[src/rtl/vme_system_arbiter.sv]
// VME slot-1 system controller: BR0..BR3 arbitration onto the BG daisy chains, BCLR, global bus timer.
// Build option VME_ARB_ROUND_ROBIN_EN selects round-robin arbitration; undefined gives fixed priority.
module vme_system_arbiter #(
    parameter int GRANT_TIMEOUT = 16,
    parameter int SETTLE_CYCLES = 2,
    parameter int BUS_TIMEOUT   = 640,
    parameter int TIMER_WIDTH   = 10
) (
    input  logic       i_clock,
    input  logic       i_reset_n,
    input  logic [3:0] i_vme_br,
    input  logic       i_vme_bbsy,
    input  logic       i_vme_as,
    input  logic       i_vme_dtack,
    input  logic       i_vme_berr_in,
    output logic [3:0] o_vme_bg_out,
    output logic       o_vme_bclr,
    output logic       o_vme_berr_out,
    output logic [1:0] o_arb_owner,
    output logic       o_arb_timeout
);

    localparam int GW = (GRANT_TIMEOUT > 1) ? $clog2(GRANT_TIMEOUT) : 1;
    localparam int SW = (SETTLE_CYCLES > 1) ? $clog2(SETTLE_CYCLES) : 1;
    localparam logic [GW-1:0]          GNT_LOAD = GW'(GRANT_TIMEOUT - 1);
    localparam logic [SW-1:0]          SET_LOAD = SW'(SETTLE_CYCLES - 1);
    localparam logic [TIMER_WIDTH-1:0] BT_FIRE  = TIMER_WIDTH'(BUS_TIMEOUT - 2);
    localparam logic [TIMER_WIDTH-1:0] BT_SAT   = TIMER_WIDTH'(BUS_TIMEOUT - 1);

    // state  | meaning
    // IDLE   | no grant out; grant the winning level when BBSY is released
    // GRANT  | BG low to r_owner, waiting for the requester to take BBSY
    // BUSY   | bus owned; BCLR asked for when a stronger request waits
    // SETTLE | all BG high for SETTLE_CYCLES before the next grant
    typedef enum logic [1:0] {ST_IDLE, ST_GRANT, ST_BUSY, ST_SETTLE} state_t;

    state_t                 r_state, w_state_nxt;
    logic [7:0]             r_sync1, r_sync2;
    logic [3:0]             r_bg, w_bg_nxt;
    logic [1:0]             r_owner, w_owner_nxt, w_win;
    logic                   r_bclr, w_bclr_nxt, w_bclr_req;
    logic [GW-1:0]          r_gnt_cnt, w_gnt_nxt;
    logic [SW-1:0]          r_set_cnt, w_set_nxt;
    logic [TIMER_WIDTH-1:0] r_bt_cnt;
    logic                   r_berr, r_tmo;
    logic [3:0]             w_pend;
    logic                   w_bbsy, w_as, w_dtack, w_berr_in, w_bt_run, w_bt_fire;

    // Everything idles high, so the synchronisers reset to the inactive level.
    always_ff @(posedge i_clock or negedge i_reset_n) begin
        if (!i_reset_n) begin
            r_sync1 <= '1;
            r_sync2 <= '1;
        end else begin
            r_sync1 <= {i_vme_br, i_vme_bbsy, i_vme_as, i_vme_dtack, i_vme_berr_in};
            r_sync2 <= r_sync1;
        end
    end

    assign w_pend    = ~r_sync2[7:4];
    assign w_bbsy    = r_sync2[3];
    assign w_as      = r_sync2[2];
    assign w_dtack   = r_sync2[1];
    assign w_berr_in = r_sync2[0];

    always_comb begin
        w_win      = r_owner;
        w_bclr_req = 1'b0;
`ifdef VME_ARB_ROUND_ROBIN_EN
        // Last hit wins, so walking k downward makes owner-1 the strongest candidate.
        for (int k = 4; k >= 1; k--) begin
            if (w_pend[r_owner - 2'(k)]) w_win = r_owner - 2'(k);
        end
        w_bclr_req = |(w_pend & ~(4'b0001 << r_owner));
`else
        for (int i = 0; i < 4; i++) begin
            if (w_pend[i]) w_win = 2'(i);
            if (w_pend[i] && (2'(i) > r_owner)) w_bclr_req = 1'b1;
        end
`endif
    end

    always_comb begin
        w_state_nxt = r_state;
        w_bg_nxt    = 4'hF;
        w_owner_nxt = r_owner;
        w_gnt_nxt   = r_gnt_cnt;
        w_set_nxt   = r_set_cnt;
        w_bclr_nxt  = 1'b1;
        case (r_state)
            ST_IDLE: begin
                if ((|w_pend) && w_bbsy) begin
                    w_bg_nxt          = 4'hF;
                    w_bg_nxt[w_win]   = 1'b0;
                    w_owner_nxt       = w_win;
                    w_gnt_nxt         = GNT_LOAD;
                    w_state_nxt       = ST_GRANT;
                end
            end
            ST_GRANT: begin
                if (!w_bbsy) begin
                    w_state_nxt = ST_BUSY;
                    w_bclr_nxt  = ~w_bclr_req;
                end else if (!w_pend[r_owner] || (r_gnt_cnt == '0)) begin
                    w_set_nxt   = SET_LOAD;
                    w_state_nxt = ST_SETTLE;
                end else begin
                    w_bg_nxt  = r_bg;
                    w_gnt_nxt = r_gnt_cnt - 1'b1;
                end
            end
            ST_BUSY: begin
                if (w_bbsy) begin
                    w_set_nxt   = SET_LOAD;
                    w_state_nxt = ST_SETTLE;
                end else begin
                    w_bclr_nxt = ~w_bclr_req;
                end
            end
            ST_SETTLE: begin
                if (r_set_cnt == '0) w_state_nxt = ST_IDLE;
                else                 w_set_nxt   = r_set_cnt - 1'b1;
            end
            default: w_state_nxt = ST_IDLE;
        endcase
    end

    always_ff @(posedge i_clock or negedge i_reset_n) begin
        if (!i_reset_n) begin
            r_state   <= ST_IDLE;
            r_bg      <= 4'hF;
            r_owner   <= 2'd0;
            r_bclr    <= 1'b1;
            r_gnt_cnt <= '0;
            r_set_cnt <= '0;
        end else begin
            r_state   <= w_state_nxt;
            r_bg      <= w_bg_nxt;
            r_owner   <= w_owner_nxt;
            r_bclr    <= w_bclr_nxt;
            r_gnt_cnt <= w_gnt_nxt;
            r_set_cnt <= w_set_nxt;
        end
    end

    // Bus timer: saturating, cleared by AS release or any slave response.
    assign w_bt_run  = !w_as && w_dtack && w_berr_in;
    assign w_bt_fire = w_bt_run && (r_bt_cnt == BT_FIRE);

    always_ff @(posedge i_clock or negedge i_reset_n) begin
        if (!i_reset_n) begin
            r_bt_cnt <= '0;
            r_berr   <= 1'b1;
            r_tmo    <= 1'b0;
        end else begin
            r_tmo <= w_bt_fire;
            if (!w_bt_run)              r_bt_cnt <= '0;
            else if (r_bt_cnt != BT_SAT) r_bt_cnt <= r_bt_cnt + 1'b1;
            if (w_as)           r_berr <= 1'b1;
            else if (w_bt_fire) r_berr <= 1'b0;
        end
    end

    assign o_vme_bg_out   = r_bg;
    assign o_vme_bclr     = r_bclr;
    assign o_vme_berr_out = r_berr;
    assign o_arb_owner    = r_owner;
    assign o_arb_timeout  = r_tmo;

endmodule

[config.mk]
export PLATFORM = sky130hd
export DESIGN_NAME = vme_system_arbiter
export DESIGN_NICKNAME = d
export VERILOG_FILES = /design/src/rtl/vme_system_arbiter.sv
export SDC_FILE = /design/constraint.sdc
export NUM_CORES = 1
export LEC_CHECK = 0
export CAP_MARGIN = 20
export CORE_ASPECT_RATIO = 0.9
export CORE_MARGIN = 1
export CORE_UTILIZATION = 30
export CTS_CLUSTER_DIAMETER = 100
export DETAILED_ROUTE_END_ITERATION = 8
export PLACE_DENSITY = 0.46
export SLEW_MARGIN = 40
export SYNTH_ARGS = -nofsm -noshare
export SYNTH_HDL_FRONTEND = slang
export SYNTH_SLANG_ARGS = --single-unit
[constraint.sdc]
create_clock -name i_clock -period 2.4 [get_ports i_clock]
set_clock_uncertainty 0.15 [all_clocks]
set_input_delay 0.24 -clock i_clock [delete_from_list [all_inputs] [get_ports i_clock]]
set_output_delay 0.24 -clock i_clock [all_outputs]
set_load 0.05 [all_outputs]
## Yosys cells after proc, flatten, opt, wreduce, memory -nomap -nowiden

Index checks and enable logic that the tools add are counted.

| storage, ports and cells | value |
|---|---|
| register bits after elaboration | 42 |
| input port bits | 10 |
| logic and storage cells | 97 |
| output and inout port bits | 9 |

| operators by class | value |
|---|---|
| magnitude comparators | 7 |
| reductions and logical operators | 23 |
| add/sub/neg operators | 3 |
| equality and inequality tests | 13 |
| bitwise logic cells | 3 |
| multiplexer cells | 37 |

Operators by type and width:

| operator | number |
|---|---|
| $mux 4 | 6 |
| $mux 10 | 2 |
| $mux 2 | 9 |
| $pmux 4 s2 | 2 |
| $mux 1 | 14 |
| $ne 2x2->1 const B | 6 |
| $reduce_and 4->1 | 3 |
| $add 10x1->10 const B | 1 |
| $eq 10x10->1 const B | 1 |
| $ne 10x10->1 const B | 1 |
| $logic_and 1x1->1 | 9 |
| $not 4->4 | 2 |
| $pmux 2 s4 | 1 |
| $lt 2x3->1 const B | 2 |
| $eq 2x2->1 const B | 2 |
| $gt 1x2->1 const A | 2 |
| $gt 2x2->1 const A | 2 |
| $logic_not 4->1 | 1 |
| $reduce_bool 2->1 | 2 |
| $reduce_or 4->1 | 1 |
| $sub 4x1->4 const B | 1 |
| $ne 3x3->1 const B | 1 |
| $pmux 1 s3 | 1 |
| $reduce_bool 3->1 | 1 |
| other kinds (12) | 13 |

## Longest topological paths before layout

| depth | value |
|---|---|
| depth after elaboration | 12 |
| depth in mapped cells | 6 |

## Least setup slack after synthesis

OpenSTA, ideal clock, no wires.

| timing | value |
|---|---|
| kind | register to register |
| start point | register r_owner[0], in the netlist o_arb_owner[0] |
| end point | register r_state[1] |
| arrival time | 2.162 ns |
| clock period less this slack | 2.437 ns |
| path buffers | 1 |
| data required time | 2.125 ns |
| stages on the path, launching flop included | 6 |
| slack | -0.037 ns |
| path through | dfrtp_1 -> buf_6 -> mux4_2 -> or3_1 -> and3_4 -> mux2_4 |

| between the ends | value |
|---|---|
| longest elaborated chain between the ends | 6 |

RTL lines:

| what | line | source |
|---|---|---|
| start, declared | 40 | `logic [1:0] r_owner, w_owner_nxt, w_win;` |
| start signal, assigned | 139 | `r_owner <= w_owner_nxt;` |
| $bmux 1 s2 | 104 | `end else if (!w_pend[r_owner] \|\| (r_gnt_cnt == '0)) begin` |
| $mux 1 (implied by the code) | 104 |  |
| $logic_not 1->1 | 104 |  |
| $logic_or 1x1->1 | 104 |  |
| $ne 3x3->1 (no source line) | - |  |
| $reduce_and 4->1 (no source line) | - |  |
| end signal, assigned | 137 | `r_state <= w_state_nxt;` |
| end, declared | 37 | `state_t r_state, w_state_nxt;` |

No other way between the ends. The select of a mux whose other input is x is not followed.
A chain may end at the register's enable or synchronous reset.

## Worst setup path after layout

| timing | value |
|---|---|
| start point | register r_state[1] |
| end point | register r_state[1] |

| between the ends | value |
|---|---|
| longest elaborated chain between the ends | 3 |
| elaborated cells on any way between the ends | 10 |

RTL lines:

| what | line | source |
|---|---|---|
| $eq 2x1->1, or another cell as far along | 90 | `case (r_state)` |
| $ne 3x3->1 (no source line) or $ne 2x2->1 (tied branches) | - |  |
| $reduce_and 4->1 (no source line) | - |  |

Several ways; a longest one is shown, not always the timed one.

==> flow_summary_export.csv <==
group,metric,value,unit
run_status,run_status,"complete, no violations",
sta,setup_tns,0,ns
yosys,synth_top_area_share,30.4,%
power_and_ir_drop,powerDensity,915,nW/um^2
setup_path,cp-start-kind,"flop",
yosys,yosysTopAreaCell,"dfstp_2",
routing,drt_iter0_markers,103,
yosys,synth_area_per_cell,11.3,um^2
cells_and_area,fillers,598,
yosys,yosys.area_share.simple,15.5,%
yosys,synth_top_family_by_area,"simple AND/OR/NAND/NOR gates",
clock_network,root_buffer,"clkbuf_8",
yosys,synth_xor_area_share,3.22,%
placed_design,dp_hpwl,2510,um
setup_path,critPathSlowestCell,"dfrtp_1",
sta,min_period,2.16,ns
global_route,antenna_found_initial,0,
sta,hold_viol_final,0,
clock_network,cts.path.max_buffers,2,
yosys,ys_seq_area_share,56.7,%
routing,wl,3590,um
yosys,synth_compound_area_share,12.3,%
routing,num_vias,1359,
sta,max_freq,462,MHz
die,core,6110,um^2
sta,slew_violations,0,
sta,tightest_slew,0.642,ns
die,die_area,6660,um^2
clock_network,htreeDepth,2,
setup_path,timing.critical_path.buf_inv,1,
routing,drc,0,
die,chipWidth,85.9,um
yosys,muxShareOfSynthArea,3.68,%
yosys,synth.area.top_cells,"dfstp_2 30%, dfrtp_1 26%, ha_1 4.6%",
power_and_ir_drop,power.leakage,0.933,nW
clock_network,cts_tree,"built",
flow_run,drv_cap,0,
routing,ant_nets,0,
routing,wl_per_cell,12.7,um
die,rows,27,
clock_network,clk_pin_slew,0.08,ns
yosys,synthCells,169,
die,num_io_pins,19,
yosys,async_flop_share,100,%
placed_design,gp_congestion,0.726,
routing,first_pass_iters,4,
routing,vias_per_cell,4.80,
yosys,syn_nets,186,
yosys,synthAdderAreaFrac,4.61,%
cells_and_area,syn_to_final_growth,21.4,%
yosys,yosysWarnings,0,
die,initial_core_util,31.1,%
setup_path,cp.arrival,2.20,ns
sta,slew_headroom,57.1,%
clock_network,cts_resized,0,
placed_design,port_buffers,18,
setup_path,crit_type,"flop to flop",
setup_path,endpoint_kind,"flop",
die,die_h,77.5,um
setup_path,path_max_fanout,7,
yosys,netlist_top_cells_count,"22 x dfstp_2, 20 x dfrtp_1, 15 x inv_1, 14 x nor2_1, 10 x a21oi_1",
clock_network,insertion_delay,0.30,ns
yosys,synth.most_common_cell,"dfstp_2",
global_route,grt_pass1_vias,1367,
setup_path,cp_top_family,"simple AND/OR/NAND/NOR gates",
cells_and_area,diodes,0,
global_route,grt_max_degree,25,
sta,rsz0062_at_grt,"no",
sta,finalSetupViolations,0,
yosys,ys_types,45,
yosys,synth-main-ff-cell,"dfstp_2",
cells_and_area,nNetsFinal,212,
yosys,syn-cell-area,1900,um^2
global_route,groute.usage.overall,12.4,%
setup_path,critPathMaxStageDelay,0.44,ns
min_path,min_path_type,"input pin to flop",
global_route,grt-ovfl-total,0,
global_route,grt_pass1_wl,6390,um
clock_network,cts_made_buffers,5,
cells_and_area,final_layout_size_suffix_gt1_share,23.0,%
sta,fin_crit_sh,90.1,%
power_and_ir_drop,peakVddDrop,0.297,mV
clock_network,clock_sinks,42,
setup_path,crit_chain,"inv_1 > ha_1 > nand2_1 > or3_1 > and3_4 > mux2_4",
yosys,synth_edf_count,0,
setup_path,worstPathRequired,2.44,ns
yosys,synth_seq_cells,42,
cells_and_area,utilization,37.8,%
==> through the flow <==
stage               total power [mW]  hold slack [ns]  instance area, um^2  setup slack (ns)  instances
finish                          2.11            0.191                 2310             0.238        283
global route                    2.24            0.175                 2310            0.0996        283
CTS                             2.13            0.177                 2310             0.249        283
detailed placement              1.59            0.107                 2190             0.259        274
global placement                1.57           0.0958                 2190             0.304        274
floorplan                       1.42           -0.206                 1900             0.102        169
==> registers in the layout (all words and copies together), names as in the netlist <==
name and cells:
o_arb_owner 2, r_gnt_cnt 4, o_vme_berr_out 1, r_set_cnt 1, r_bt_cnt 10, r_sync2 8, r_state 2, o_vme_bg_out 4
o_vme_bclr 1, r_sync1 8, o_arb_timeout 1
==> layer usage <==
metal / GRT usage [%] / part of all wire, % / up-vias
met5: 0 / 0 / -
met4: 6.00 / 2.3 / 0
met3: 3.19 / 3.7 / 8
met2: 18.3 / 45 / 27
met1: 16.7 / 48 / 677
li1: - / - / 647
==> path summary, 6_finish.rpt <==
check                                  startpoint                          end  slack [ns]  depth (start not counted)
max                        r_state[1]$_DFFE_PN0P_       r_state[1]$_DFFE_PN0P_        0.24                          6
min                                   i_vme_br[0]         r_sync1[4]$_DFF_PN1_        0.19                          1
max reg2reg                r_state[1]$_DFFE_PN0P_       r_state[1]$_DFFE_PN0P_        0.24                          6
min reg2reg                  r_sync1[4]$_DFF_PN1_         r_sync2[4]$_DFF_PN1_        0.21                          0
max in group asynchronous               i_reset_n  o_vme_bg_out[1]$_DFFE_PN1P_        1.08                          3
min in group asynchronous               i_reset_n   o_arb_owner[1]$_DFFE_PN0P_        0.31                          2
==> placed cells by master (no fill, tap or decap), types with 3 or more instances in the layout <==
master,count
dfstp_2,22
dfrtp_1,19
clkdlybuf4s50_1,17
inv_1,15
nor2_1,14
a21oi_1,10
nand2_1,7
nand3_1,7
o21ai_0,7
ha_1,7
xnor2_1,6
nor3_1,5
clkbuf_8,5
a211oi_1,4
nor4_1,4
nand4_1,3
buf_4,3
==> cell type report <==
cell class,count,area (um^2),share of cell area [%]
Sequential cell,42,1080,46.8
Multi-Input combinational cell,109,748,32.4
Timing Repair Buffer,22,208,9.00
Tap cell,87,109,4.72
Clock buffer,6,93.8,4.07
Inverter,15,56.3,2.44
Clock inverter,2,13.8,0.596
==> report_power, final <==
part,total (mW),internal [mW],switching [mW]
Sequential,0.915,0.821,0.0944
Clock,0.523,0.270,0.253
Combinational,0.675,0.312,0.362
==> what timing repair did <==
item                      4_1_cts  5_1_grt
buffers inserted                0        0
hold buffers                    1        0
hold endpoints to repair       20        0
==> logic make-up (layout without fill, tap and decap cells) <==
logic type | after synthesis | after routing
buffers and inverters | 18 | 45
DFF | 42 | 42
and+or+nand+nor | 55 | 55
adders and majority gates | 7 | 7
AOI/OAI and AO/OA | 35 | 35
xor gates and xnor gates | 7 | 7
muxes | 5 | 5
No activity file was read; power rests on OpenSTA's default activity.
